[src/rtl/uart_pkg.sv]
// Shared UART definitions: FSM encodings, frame line levels, default divider and parity helper.
// Used by both the TX engine and the RX side.
package uart_pkg;

  localparam int DEF_BAUD_DIV = 10417;

  localparam logic [2:0] IDLE   = 3'd0;
  localparam logic [2:0] START  = 3'd1;
  localparam logic [2:0] DATA   = 3'd2;
  localparam logic [2:0] PARITY = 3'd3;
  localparam logic [2:0] STOP   = 3'd4;

  localparam logic START_BIT = 1'b0;
  localparam logic STOP_BIT  = 1'b1;
  localparam logic IDLE_LVL  = 1'b1;

  // Bit 7 only contributes in 8-bit mode; odd parity is the inverse of even.
  function automatic logic parity_bit(input logic [7:0] d, input logic eight, input logic odd);
    return (^d[6:0]) ^ (d[7] & eight) ^ odd;
  endfunction

endpackage

[src/rtl/uart_tx_engine_if.sv]
// Host-side handshake and serial line of the UART transmitter.
interface uart_tx_engine_if;
  logic [7:0] tx_data;
  logic       tx_start;
  logic       eight;
  logic       pen;
  logic       ohel;
  logic       tx;
  logic       tx_rdy;
  logic       tx_done;

  modport master (
    output tx_data, tx_start, eight, pen, ohel,
    input  tx, tx_rdy, tx_done
  );

  modport slave (
    input  tx_data, tx_start, eight, pen, ohel,
    output tx, tx_rdy, tx_done
  );
endinterface

[src/rtl/uart_baud_tick.sv]
// Bit-period timer: one-cycle tick whenever the count reaches BAUD_DIV-1, then wraps.
// A synchronous clear restarts the period so a bit begins exactly at acceptance.
module uart_baud_tick #(
  parameter int BAUD_DIV = 10417,
  parameter int CNT_W    = 14
) (
  input  logic clk,
  input  logic rst,
  input  logic clr,
  output logic tick
);

  logic [CNT_W-1:0] cnt_reg;

  assign tick = (cnt_reg == CNT_W'(BAUD_DIV - 1));

  always_ff @(posedge clk or posedge rst) begin
    if (rst) begin
      cnt_reg <= '0;
    end else if (clr || tick) begin
      cnt_reg <= '0;
    end else begin
      cnt_reg <= cnt_reg + 1'b1;
    end
  end

endmodule

[src/rtl/uart_tx_engine.sv]
// UART transmitter: start bit, 7/8 data bits LSB-first, optional parity, stop bit(s).
// Define UART_TX_TWO_STOP_EN to send two stop bits instead of one.
module uart_tx_engine
  import uart_pkg::*;
#(
  parameter int BAUD_DIV = DEF_BAUD_DIV,
  parameter int CNT_W    = 14
) (
  input logic             clk,
  input logic             rst,
  uart_tx_engine_if.slave bus
);

  logic [2:0] state_reg;
  logic [7:0] shift_reg;
  logic [2:0] bit_idx_reg;
  logic       eight_reg;
  logic       pen_reg;
  logic       parity_reg;
  logic       tx_reg;
  logic       rdy_reg;
  logic       done_reg;

  logic       tick;
  logic       accept;
  logic       stop_last;
  logic [7:0] data_masked;
  logic [2:0] last_idx;

  assign accept   = bus.tx_start && rdy_reg;
  assign last_idx = eight_reg ? 3'd7 : 3'd6;

  // Bit 7 is forced to zero in 7-bit mode so it never reaches the line or parity.
  genvar gi;
  generate
    for (gi = 0; gi < 8; gi++) begin : g_mask
      if (gi == 7) begin : g_msb
        assign data_masked[gi] = bus.tx_data[gi] & bus.eight;
      end else begin : g_lsb
        assign data_masked[gi] = bus.tx_data[gi];
      end
    end
  endgenerate

  uart_baud_tick #(
    .BAUD_DIV (BAUD_DIV),
    .CNT_W    (CNT_W)
  ) u_baud (
    .clk  (clk),
    .rst  (rst),
    .clr  (accept),
    .tick (tick)
  );

`ifdef UART_TX_TWO_STOP_EN
  logic stop2_reg;

  always_ff @(posedge clk or posedge rst) begin
    if (rst) begin
      stop2_reg <= 1'b0;
    end else if (state_reg != STOP) begin
      stop2_reg <= 1'b0;
    end else if (tick) begin
      stop2_reg <= 1'b1;
    end
  end

  assign stop_last = stop2_reg;
`else
  assign stop_last = 1'b1;
`endif

  always_ff @(posedge clk or posedge rst) begin
    if (rst) begin
      state_reg   <= IDLE;
      shift_reg   <= '0;
      bit_idx_reg <= '0;
      eight_reg   <= 1'b0;
      pen_reg     <= 1'b0;
      parity_reg  <= 1'b0;
      tx_reg      <= IDLE_LVL;
      rdy_reg     <= 1'b1;
      done_reg    <= 1'b0;
    end else begin
      done_reg <= 1'b0;
      case (state_reg)
        IDLE: begin
          if (accept) begin
            shift_reg  <= data_masked;
            eight_reg  <= bus.eight;
            pen_reg    <= bus.pen;
            parity_reg <= parity_bit(data_masked, bus.eight, bus.ohel);
            tx_reg     <= START_BIT;
            rdy_reg    <= 1'b0;
            state_reg  <= START;
          end
        end
        START: begin
          if (tick) begin
            tx_reg      <= shift_reg[0];
            bit_idx_reg <= '0;
            state_reg   <= DATA;
          end
        end
        DATA: begin
          if (tick) begin
            if (bit_idx_reg == last_idx) begin
              tx_reg    <= pen_reg ? parity_reg : STOP_BIT;
              state_reg <= pen_reg ? PARITY : STOP;
            end else begin
              shift_reg   <= {1'b0, shift_reg[7:1]};
              tx_reg      <= shift_reg[1];
              bit_idx_reg <= bit_idx_reg + 1'b1;
            end
          end
        end
        PARITY: begin
          if (tick) begin
            tx_reg    <= STOP_BIT;
            state_reg <= STOP;
          end
        end
        STOP: begin
          if (tick && stop_last) begin
            tx_reg    <= IDLE_LVL;
            rdy_reg   <= 1'b1;
            done_reg  <= 1'b1;
            state_reg <= IDLE;
          end
        end
        default: begin
          tx_reg    <= IDLE_LVL;
          rdy_reg   <= 1'b1;
          state_reg <= IDLE;
        end
      endcase
    end
  end

  assign bus.tx      = tx_reg;
  assign bus.tx_rdy  = rdy_reg;
  assign bus.tx_done = done_reg;

endmodule

[src/flat_wrapper.sv]
// flat-port wrapper written by rule: the top's interface ports become plain ports
module uart_tx_engine_flat import uart_pkg::*;
#(
  parameter int BAUD_DIV = DEF_BAUD_DIV,
  parameter int CNT_W    = 14
)
  (clk, rst, bus_tx_data, bus_tx_start, bus_eight, bus_pen, bus_ohel, bus_tx, bus_tx_rdy, bus_tx_done);
  uart_tx_engine_if bus_i ();
  input logic clk;
  input logic rst;
  input wire logic [$bits(bus_i.tx_data)-1:0] bus_tx_data;
  input wire logic [$bits(bus_i.tx_start)-1:0] bus_tx_start;
  input wire logic [$bits(bus_i.eight)-1:0] bus_eight;
  input wire logic [$bits(bus_i.pen)-1:0] bus_pen;
  input wire logic [$bits(bus_i.ohel)-1:0] bus_ohel;
  output wire logic [$bits(bus_i.tx)-1:0] bus_tx;
  output wire logic [$bits(bus_i.tx_rdy)-1:0] bus_tx_rdy;
  output wire logic [$bits(bus_i.tx_done)-1:0] bus_tx_done;
  assign bus_i.tx_data = bus_tx_data;
  assign bus_i.tx_start = bus_tx_start;
  assign bus_i.eight = bus_eight;
  assign bus_i.pen = bus_pen;
  assign bus_i.ohel = bus_ohel;
  assign bus_tx = bus_i.tx;
  assign bus_tx_rdy = bus_i.tx_rdy;
  assign bus_tx_done = bus_i.tx_done;
  uart_tx_engine #(.BAUD_DIV(BAUD_DIV), .CNT_W(CNT_W)) u_core (.clk(clk), .rst(rst), .bus(bus_i));
endmodule
[config.mk]
export PLATFORM = sky130hd
export DESIGN_NAME = uart_tx_engine_flat
export DESIGN_NICKNAME = d
export VERILOG_FILES = /design/src/rtl/uart_pkg.sv /design/src/rtl/uart_tx_engine_if.sv /design/src/rtl/uart_baud_tick.sv /design/src/rtl/uart_tx_engine.sv /design/src/flat_wrapper.sv
export SDC_FILE = /design/constraint.sdc
export NUM_CORES = 1
export LEC_CHECK = 0
export ABC_AREA = 0
export CORE_MARGIN = 5
export CORE_UTILIZATION = 56
export CTS_CLUSTER_SIZE = 24
export DETAILED_ROUTE_END_ITERATION = 12
export PLACE_DENSITY_LB_ADDON = 0.3
export SLEW_MARGIN = 20
export SYNTH_ARGS = -nofsm -noshare
export SYNTH_HDL_FRONTEND = slang
export SYNTH_SLANG_ARGS = --single-unit
[constraint.sdc]
create_clock -name clk -period 3.2 [get_ports clk]
set_input_delay 0.64 -clock clk [delete_from_list [all_inputs] [get_ports clk]]
set_output_delay 0.64 -clock clk [all_outputs]
set_load 0.02 [all_outputs]
==> results.ini, run 1 <==
[clock_network]
clock_sinks=34
clk_pin_slew_ns=0.10
clockBufferDepth=2
post-cts-setup-buffer-count=0
tritoncts=built
ctsResizeCount=0
insertion_delay_ns=0.34
cts_buffers=5
cts-root-buf=clkbuf_4
cts.htree.levels=2
cts_hold_buf=0

[pwr]
finalPower_mw=0.828
power_frac_comb_pct=11.9
pwr-share-seq_pct=58.3
intPower_mw=0.614
clockPowerShare_pct=29.8
p_leak_nw=0.857
swShare_pct=25.8
power.switching_mw=0.214
power.density_nw_per_um2=408
ir_worst_vdd_uv=261

[synth]
synth.cell_area_um2=1770
synth_top_family_by_area=simple AND/OR/NAND/NOR gates
synth_nets=193
async_flop_share_pct=100
ys_seq_area_share_pct=48.3
ys_types=39
yosys_warnings=0
synth_seq_cells=34
synth_area_per_cell_um2=10.0
ys.flop_type=dfrtp_1
synth_compound_area_share_pct=11.6
syn_inst=176
synth_xor_area_share_pct=10.9
synth_fa_ha_area_share_pct=2.12
synth_edf_count=0
muxShareOfSynthArea_pct=5.24
synthSimpleGateAreaFrac_pct=18.3

[detailed_routing]
dr_total_vias=1284
vias_per_cell=5.35
drt_iter0_drc=74
drcViolationCount=0
first_pass_iters=4
wire_per_inst_um=13.4
routed_wirelength_mm=3.22
drtAntennaViolNets=0

[final_layout]
nets=212
synthToLayoutAreaGrowth_pct=14.9
drive_gt1_share_pct=10.2
largest_reg_flops=14
post-route-util_pct=66.5
diodes=0

[status]
status=finished, final reports clean

[worst_setup_path]
start_kind=register
worst_ep_arrival_time_ns=2.59
crit_type=register to register
worstSetupEndpointType=register
required_ns=3.43
crit_path_max_fanout=9

[place]
io_buffers=16
dp_hpwl_mm=2.45
gp_congestion=0.788

[timing]
final_max_slew_viol_count=0
worst_clock_skew_ns=0.00833
whs_ns=0.493
slew_headroom_pct=71.0
fin_setup_tns_ns=0
setup_viol=0
fin_crit_ns=2.36
tightestPinTransition_ns=0.434
hold_viol=0
period_share_pct=73.9
max_freq_mhz=423
rsz0062_at_grt=false

[global_route]
grt_antenna_before_repair=0
grt_overflow_total=0
grt_pass1_vias=1352
grt_pass1_wl_mm=5.76
grt_start_max_net_pins=35
track_usage_pct=17.0

[floorplan]
die_y_um=66.2
die-area_um2=4380
num_rows=20
start_util_pct=57.9
ios=17
die_x_um=66.2
coreArea_um2=3050

[worst_hold_path]
min_path_type=register to register

[flow_run]
max_cap_violations=0

[routing by layer]
layer / vias to the layer above / GRT usage, % / part of all wire, %
met2: 19 / 28.4 / 48
met5: - / 0 / 0
met4: 0 / 6.35 / 1.7
met1: 612 / 20.9 / 47
met3: 9 / 4.59 / 3.6
li1: 644 / - / -
[worst max-delay path: stages (launching register included)]
cell	delay, ns
dfrtp_1	0.44
or4_4	0.56
or4_4	0.61
or3_4	0.41
a22o_1	0.24
[kinds of logic (layout without fill, tap and decap cells)]
| logic type | after synthesis | count (layout) |
|---|---|---|
| AO/OA/AOI/OAI | 29 | 29 |
| XOR/XNOR | 22 | 22 |
| adder cells (fa/ha/maj) | 3 | 3 |
| buffers and inverters | 13 | 33 |
| flip-flops | 34 | 34 |
| multiplexers | 9 | 9 |
| AND/OR/NAND/NOR | 66 | 66 |
[path summary, 6_finish.rpt]
check | from | endpoint | slack, ns | depth (start not counted)
setup / recovery | u_core.u_baud.cnt_reg[10]$_DFF_PP0_ | u_core.bit_idx_reg[1]$_DFFE_PP0P_ | 0.84 | 4
hold / removal | u_core.parity_reg$_DFFE_PP0P_ | u_core.parity_reg$_DFFE_PP0P_ | 0.49 | 2
setup reg to reg | u_core.u_baud.cnt_reg[10]$_DFF_PP0_ | u_core.bit_idx_reg[1]$_DFFE_PP0P_ | 0.84 | 4
hold reg to reg | u_core.parity_reg$_DFFE_PP0P_ | u_core.parity_reg$_DFFE_PP0P_ | 0.49 | 2
max in group asynchronous | rst | u_core.bus.tx$_DFFE_PP1P_ | 2.20 | 3
min in group asynchronous | rst | u_core.u_baud.cnt_reg[10]$_DFF_PP0_ | 0.67 | 3
[cell usage in the layout (no fill, tap or decap), drive strengths merged, types with 2 or more instances in the layout]
master	count
dfstp	2
nand2	13
o32ai	2
nand3b	2
nor3	2
mux2	2
o21ai	5
mux2i	7
nand3	7
o31ai	2
and3	4
clkbuf	7
xnor2	13
or4	2
dfrtp	32
a31oi	2
a22o	3
ha	3
nor2	29
xor2	9
buf	3
clkdlybuf4s50	16
inv	6
nand4	2
a21oi	8
[area by class of cell]
cell class / instances / area (um2)
tap: 44 / 55.1
inverter: 6 / 22.5
timing repair buffer: 19 / 183
clock buffer: 7 / 55.1
fill: 257 / 1020
sequential: 34 / 853
clock inverter: 1 / 5.00
multi-input combinational: 129 / 857
[power groups by stage]
stage                     Clock (mW)  Sequential, mW  Combinational, mW
after floorplan                    0           0.483             0.0676
after global placement             0           0.488             0.0957
after detailed placement           0           0.490              0.100
after CTS                      0.251           0.482              0.100
after global routing           0.265           0.487              0.114
final                          0.247           0.483             0.0984
[cells in the mapped netlist, types with 2 or more instances]
| cell type | instances | area [um2] |
|---|---|---|
| o32ai_1 | 2 | 17.5 |
| dfstp_2 | 2 | 52.6 |
| mux2i_1 | 7 | 70.1 |
| ha_1 | 3 | 37.5 |
| clkbuf_1 | 3 | 11.3 |
| nand3b_1 | 2 | 15.0 |
| a31oi_1 | 2 | 12.5 |
| o31ai_1 | 2 | 15.0 |
| mux2_2 | 2 | 22.5 |
| nor3_1 | 2 | 10.0 |
| o21ai_0 | 5 | 25.0 |
| inv_1 | 6 | 22.5 |
| nor2_1 | 29 | 109 |
| dfrtp_1 | 32 | 801 |
| and3_1 | 3 | 18.8 |
| buf_2 | 2 | 10.0 |
| nand4_1 | 2 | 12.5 |
| or4_4 | 2 | 22.5 |
| a21oi_1 | 8 | 40.0 |
| xnor2_1 | 13 | 114 |
| nand2_1 | 13 | 48.8 |
| xor2_1 | 9 | 78.8 |
| a22o_1 | 3 | 26.3 |
| nand3_1 | 7 | 35.0 |
[through the flow]
stage	instance area, um2	setup WS (ns)	std cells
6_report	2030	0.837	240
5_1_grt	2030	0.800	240
4_1_cts	2030	0.839	240
3_5_place_dp	1970	0.667	232
3_3_place_gp	1970	0.793	232
2_1_floorplan	1770	0.913	176
Power figures use the tool's default switching activity.
==> run 2: changes to the inputs <==
- CORE_UTILIZATION: 56 -> 51
- clock period: 3.2 -> 2 ns (I/O delays scaled with it)
==> run 2 against run 1 <==
Effect of this change: the run now ends with negative setup slack left; critical path depth unchanged; core utilization increased by 1.7 points; combinational power increased by 130%; worst hold slack got worse by 0.059 ns; total power increased by 68%; critical path type unchanged; largest power group unchanged.
==> results.ini, run 2 (same netlist as run 1, synthesis figures left out) <==
[clock_network]
cts.htree.levels=2  ; unchanged
cts-root-buf=clkbuf_4
tritoncts=built
insertion_delay_ns=0.35  ; about the same
clk_pin_slew_ns=0.11  ; about the same
clock_sinks=34  ; unchanged
cts_hold_buf=0  ; unchanged
cts_buffers=5  ; unchanged
clockBufferDepth=2  ; unchanged

[worst_setup_path]
crit_path_max_fanout=5  ; -4
required_ns=2.24  ; -1.19 ns
crit_end=u_core.bit_idx_reg[2]$_DFFE_PP0P_
reg2reg_from=u_core.u_baud.cnt_reg[10]$_DFF_PP0_
r2r-end=u_core.bit_idx_reg[2]$_DFFE_PP0P_
crit_type=register to register
startpoint=u_core.u_baud.cnt_reg[10]$_DFF_PP0_
start_kind=register
worstSetupEndpointType=register
worst_ep_arrival_time_ns=2.44  ; -0.15 ns
r2r_cells=4  ; unchanged
r2r_setup_slack_ns=-0.20  ; -1.04 ns

[pwr]
power.switching_mw=0.377  ; +76%
power_frac_comb_pct=16.4  ; +4.5 points
swShare_pct=27.1  ; +1.2 points
pwr-share-seq_pct=54.3  ; -4.0 points
power.density_nw_per_um2=612  ; +50%
p_leak_nw=0.977  ; +14%
clockPowerShare_pct=29.4  ; -0.4 points
intPower_mw=1.02  ; +65%
ir_worst_vdd_uv=446  ; +71%
finalPower_mw=1.39  ; +68%

[final_layout]
diodes=0  ; unchanged
synthToLayoutAreaGrowth_pct=28.7
drive_gt1_share_pct=25.7  ; +15 points
final_common_cell=dfrtp_1
largest_reg_flops=14  ; unchanged
nets=230  ; +8.5%
mostFrequentLayoutCells=32 x dfrtp_1, 23 x nor2_1, 18 x buf_4

[floorplan]
num_rows=21  ; +5.0%
ios=17  ; unchanged
coreArea_um2=3340  ; +9.3%
start_util_pct=53.0  ; -4.9 points
die-area_um2=4740  ; +8.3%
die_y_um=68.9  ; +4.1%
die_x_um=68.9  ; +4.1%

[global_route]
grt_pass1_wl_mm=6.48  ; +12%
grt_pass1_vias=1484  ; +9.8%
grt_overflow_total=0  ; unchanged
grt_start_max_net_pins=35  ; unchanged
grt_antenna_before_repair=0  ; unchanged
track_usage_pct=19.0  ; +1.9 points

[worst_hold_path]
min_path_type=input pin to async pin

[detailed_routing]
first_pass_iters=4  ; unchanged
vias_per_cell=5.45  ; +1.9%
drtAntennaViolNets=0  ; unchanged
drcViolationCount=0  ; unchanged
drt_iter0_drc=66  ; -11%
dr_total_vias=1417  ; +10%
wire_per_inst_um=14.1  ; +5.2%
routed_wirelength_mm=3.67  ; +14%

[timing]
setup_viol=26  ; +26
slew_headroom_pct=58.0  ; -13 points
final_max_slew_viol_count=0  ; unchanged
layout_setup_ws_ns=-0.199  ; -1.04 ns
period_share_pct=110  ; +36 points
max_freq_mhz=455  ; +7.5%
worst_clock_skew_ns=0.00787  ; -0.000462 ns
fin_crit_ns=2.20  ; -0.165 ns
tightestPinTransition_ns=0.614  ; +0.180 ns
hold_viol=0  ; unchanged
rsz0062_at_grt=true

[flow_run]
max_cap_violations=0  ; unchanged

[place]
place_ws_ns=-0.177  ; -0.844 ns
io_buffers=16  ; unchanged
gp_congestion=0.849  ; +7.7%
dp_hpwl_mm=2.62  ; +7.0%

[status]
status=finished, violations left
violations=negative setup slack

run 2: cell types whose count changed in the layout (fill, tap and decap cells not counted), sizes merged:
cell,previous run,this run
buf,3,21
clkbuf,7,6
clkdlybuf4s50,16,15
clkinvlp,0,1
dlymetal6s2s,0,1
run 2: cell type report:
cell class	instances	area, um2
Clock buffer	6	51.3
Clock inverter	2	12.5
Fill cell	269	1060
Inverter	6	22.5
Multi-Input combinational cell	129	913
Sequential cell	34	853
Tap cell	46	57.6
Timing Repair Buffer	37	365
run 2: critical path, stage by stage, from the launching register on:
cell and delay [ns]:
dfrtp_1 0.40, or4_4 0.54, or4_4 0.58, or3_4 0.36, a22o_1 0.22
run 2: metrics by stage:
step	cells	utilization [%]	hold WS (ns)	area, um2	setup TNS (ns)
finish	260	68.2	0.434	2280	-2.56
global route	260	68.2	0.478	2280	-4.05
CTS	260	68.0	0.444	2270	-2.03
detailed placement	250	64.0	0.463	2140	-1.64
global placement	250	64.0	0.459	2140	-0.794
floorplan	176	-	0.441	1790	-1.85
run 2: repair_timing:
item / CTS / global route
pin swaps: 2 / 2
gates resized for setup: 14 / 2
endpoints found under the setup margin: 26 / 27
gates cloned: 1 / 0
buffers inserted: 1 / 0
run 2: how the worst min path moves through the flow:
stage / start / end / slack, ns / cells after the start
global route: rst / u_core.u_baud.cnt_reg[13]$_DFF_PP0_ / 0.48 / 3
CTS: rst / u_core.u_baud.cnt_reg[12]$_DFF_PP0_ / 0.44 / 3
finish: rst / u_core.u_baud.cnt_reg[13]$_DFF_PP0_ / 0.43 / 3
detailed placement: u_core.parity_reg$_DFFE_PP0P_ / u_core.parity_reg$_DFFE_PP0P_ / 0.46 / 2
floorplan: u_core.parity_reg$_DFFE_PP0P_ / u_core.parity_reg$_DFFE_PP0P_ / 0.44 / 2
global placement: u_core.parity_reg$_DFFE_PP0P_ / u_core.parity_reg$_DFFE_PP0P_ / 0.46 / 2
run 2: routing by layer:
layer | wire length (um) | GRT usage [%]
met1 | 1550 | 21.4
met2 | 1870 | 32.4
met3 | 170 | 4.54
met4 | 73 | 11.2
met5 | 0 | 0
run 2: power by group through the flow:
stage	Sequential (mW)	Clock, mW	Combinational, mW
after floorplan	0.773	0	0.112
after global placement	0.762	0	0.216
after detailed placement	0.767	0	0.223
after CTS	0.756	0.419	0.228
after global routing	0.763	0.452	0.254
final	0.755	0.409	0.228
==> run 3: changes to the inputs <==
--- a/config.mk
+++ b/config.mk
@@ -13,5 +13,6 @@
 export PLACE_DENSITY_LB_ADDON = 0.3
-export SLEW_MARGIN = 20
+export SLEW_MARGIN = 40
 export SYNTH_ARGS = -nofsm -noshare
 export SYNTH_HDL_FRONTEND = slang
+export SYNTH_HIERARCHICAL = 1
 export SYNTH_SLANG_ARGS = --single-unit
--- a/constraint.sdc
+++ b/constraint.sdc
@@ -3,2 +3,2 @@
 set_output_delay 0.4 -clock clk [all_outputs]
-set_load 0.02 [all_outputs]
+set_load 0.005 [all_outputs]
==> run 3 against run 2 <==
Effect of this change: the run now ends clean; synthesized area grew 10%; total power fell by 6.6%; sequential power down 8.9%; core utilization down 5.8 points; worst setup slack better by 0.24 ns; clock skew decreased by 0.0019 ns; synthesized cell count increased by 4.5%; first-iteration DRC count decreased by 14%; critical endpoint is now u_core/state_reg[0]$_DFFE_PP0P_; largest power group unchanged.
==> results.ini, run 3 <==
[final_layout]
nFillCells=309  ; +15%
instances_no_fill=262  ; +0.77%
largest_reg_flops=14  ; unchanged
nets=230  ; unchanged
mostFrequentLayoutCells=32 x dfrtp_1, 21 x nor2_1, 18 x xnor2_1
synthToLayoutAreaGrowth_pct=18.3
final_common_cell=dfrtp_1
diodes=0  ; unchanged
drive_gt1_share_pct=22.0  ; -3.7 points

[timing]
fin_crit_ns=1.96  ; -0.241 ns
final_max_slew_viol_count=0  ; unchanged
setup_viol=0  ; -100%
hold_viol=0  ; unchanged
max_freq_mhz=511  ; +12%
layout_setup_ws_ns=0.0419  ; +0.241 ns
tightestPinTransition_ns=0.524  ; -0.0900 ns
rsz0062_at_grt=true
worst_clock_skew_ns=0.00598  ; -0.00189 ns
slew_headroom_pct=65.0  ; +7.0 points
period_share_pct=97.9  ; -12 points

[worst_setup_path]
worstSetupEndpointType=register
cp_slowest_cell=dfrtp_1
crit_type=register to register
worst_ep_arrival_time_ns=2.13  ; -0.31 ns
start_kind=register
cp_cell_sequence=inv_1 -> ha_1 -> nand4bb_1 -> nor4_2 -> buf_4 -> o21ai_0 -> o31ai_1 -> o21a_1 -> mux2_2
slowest_delay_ns=0.39  ; -0.19 ns
crit_path_max_fanout=6  ; +1
required_ns=2.17  ; -0.07 ns

[pwr]
power.density_nw_per_um2=564  ; -7.7%
ir_worst_vdd_uv=373  ; -16%
p_leak_nw=1.06  ; +9.0%

[floorplan]
die-area_um2=5150  ; +8.6%
num_rows=22  ; +4.8%
start_util_pct=52.8  ; -0.20 points
ios=17  ; unchanged
coreArea_um2=3690  ; +11%
die_x_um=71.8  ; +4.2%
die_y_um=71.8  ; +4.2%

[synth]
synth_top_family_by_area=simple AND/OR/NAND/NOR gates
synthTopCellsByCount=32 x dfrtp_1, 21 x nor2_1, 18 x xnor2_1
synth_area_per_cell_um2=10.6  ; +5.3%
ys_seq_area_share_pct=43.8  ; -4.4 points
synth_compound_area_share_pct=7.07  ; -4.5 points
synthSimpleGateAreaFrac_pct=17.2  ; -1.1 points
muxShareOfSynthArea_pct=13.4  ; +8.2 points
ys_types=42  ; +7.7%
ys.flop_type=dfrtp_1
syn_inst=184  ; +4.5%
synth_nets=201  ; +4.1%
synth.cell_area_um2=1950  ; +10%
async_flop_share_pct=100  ; unchanged
synth_top_area_share_pct=41.1  ; -4.2 points
synth_xor_area_share_pct=10.2  ; -0.74 points
yosys.cell_count.top_type=dfrtp_1
netlist_top_cells_area=dfrtp_1 41%, mux2_4 10%, xnor2_1 8.1%, nor2_1 4.0%, dfstp_2 2.7%
yosys.area.top_type=dfrtp_1
yosys_warnings=6  ; +6
synth_fa_ha_area_share_pct=1.93  ; -0.20 points
synth_seq_cells=34  ; unchanged
synth_edf_count=0  ; unchanged

[global_route]
gr-usage-met1_pct=19.7  ; -1.7 points
track_usage_pct=15.7  ; -3.2 points
use_met3_pct=4.63  ; +0.090 points
grt_pass1_wl_mm=6.36  ; -1.8%
grt_overflow_total=0  ; unchanged
met2_usage_pct=26.0  ; -6.4 points
grt_start_max_net_pins=15  ; -57%
grt_antenna_before_repair=0  ; unchanged
grt_pass1_vias=1401  ; -5.6%
grt_busiest_layer=met2

[place]
io_buffers=16  ; unchanged
gp_congestion=0.848  ; -0.12%
place_ws_ns=-0.0157  ; +0.161 ns
placed_cells=253  ; +1.2%
dp_hpwl_mm=2.69  ; +3.0%

[clock_network]
tritoncts=built
clockBufferDepth=2  ; unchanged
clk_pin_slew_ns=0.07  ; -0.04 ns
clock_sinks=34  ; unchanged
cts.htree.levels=2  ; unchanged
insertion_delay_ns=0.29  ; -0.06 ns
cts_buffers=5  ; unchanged
cts-root-buf=clkbuf_8

[detailed_routing]
drcViolationCount=0  ; unchanged
drtAntennaViolNets=0  ; unchanged
wire_per_inst_um=13.7  ; -3.2%
drt_iter0_drc=57  ; -14%
routed_wirelength_mm=3.58  ; -2.5%
first_pass_iters=4  ; unchanged
vias_per_cell=5.35  ; -1.8%
dr_total_vias=1402  ; -1.1%

[status]
status=finished, final reports clean

[worst_hold_path]
min_path_type=input pin to async pin

[flow_run]
max_cap_violations=0  ; unchanged

## run 3: area by class of cell
type                       count  area [um2]  area share, %
inverter                      14        52.6           2.28
sequential                    34         853           37.0
tap                           48        60.1           2.61
timing repair buffer          31         273           11.8
clock buffer                   7        86.3           3.75
multi-input combinational    127         973           42.3
clock inverter                 1        5.00          0.217
## run 3: critical path: cells and delay by family (launching register included)
| kind | cells | cell delay, ns |
|---|---|---|
| multiplexers | 1 | 0.34 |
| buffers and inverters | 2 | 0.24 |
| adder cells (fa/ha/maj) | 1 | 0.13 |
| flip-flops | 1 | 0.39 |
| AO/OA/AOI/OAI | 3 | 0.32 |
| AND/OR/NAND/NOR | 2 | 0.43 |
## run 3: path summary, 6_finish.rpt
path / from / to / slack (ns) / depth (start not counted)
setup / recovery: u_core/u_baud/cnt_reg[1]$_DFF_PP0_ / u_core/state_reg[0]$_DFFE_PP0P_ / 0.04 / 9
hold reg to reg: u_core/shift_reg[7]$_DFFE_PP0P_ / u_core/shift_reg[7]$_DFFE_PP0P_ / 0.52 / 2
max in group asynchronous: rst / u_core/shift_reg[0]$_DFFE_PP0P_ / 1.00 / 3
setup reg to reg: u_core/u_baud/cnt_reg[1]$_DFF_PP0_ / u_core/state_reg[0]$_DFFE_PP0P_ / 0.04 / 9
min in group clk: u_core/shift_reg[7]$_DFFE_PP0P_ / u_core/shift_reg[7]$_DFFE_PP0P_ / 0.52 / 2
hold / removal: rst / u_core/bus.tx_done$_DFF_PP0_ / 0.49 / 2
## run 3: cell families after synthesis
family                   after synthesis
flip-flops                            34
XOR/XNOR                              21
AO/OA/AOI/OAI                         20
buffers and inverters                 23
AND/OR/NAND/NOR                       64
multiplexers                          19
adder cells (fa/ha/maj)                3
## run 3: through the flow
step | setup TNS [ns] | hold slack [ns] | util [%] | power [mW] | instance area [um2]
2_1_floorplan | 0 | 0.289 | - | 0.752 | 1950
3_3_place_gp | 0 | 0.502 | 59.7 | 0.789 | 2200
3_5_place_dp | -0.0157 | 0.499 | 59.7 | 0.791 | 2200
4_1_cts | 0 | 0.490 | 62.1 | 1.33 | 2290
5_1_grt | -0.690 | 0.525 | 62.4 | 1.36 | 2300
6_report | 0 | 0.487 | 62.4 | 1.30 | 2300
## run 3: repair_timing
action / 4_1_cts / 5_1_grt
endpoints found under the setup margin: 0 / 12
gates resized for setup: 0 / 1
hold buffers: 0 / 0
buffers inserted: 0 / 1
## run 3: where the power goes
part	switching, mW	internal, mW
registers	0	0.688
logic	0.0346	0.0549
clock network	0.245	0.278
total	0.280	1.02
## run 3: routing by layer
metal / vias up / wire (um)
met5: - / 0
met4: 0 / 46
met3: 7 / 165
met2: 26 / 1760
met1: 680 / 1610
li1: 689 / -
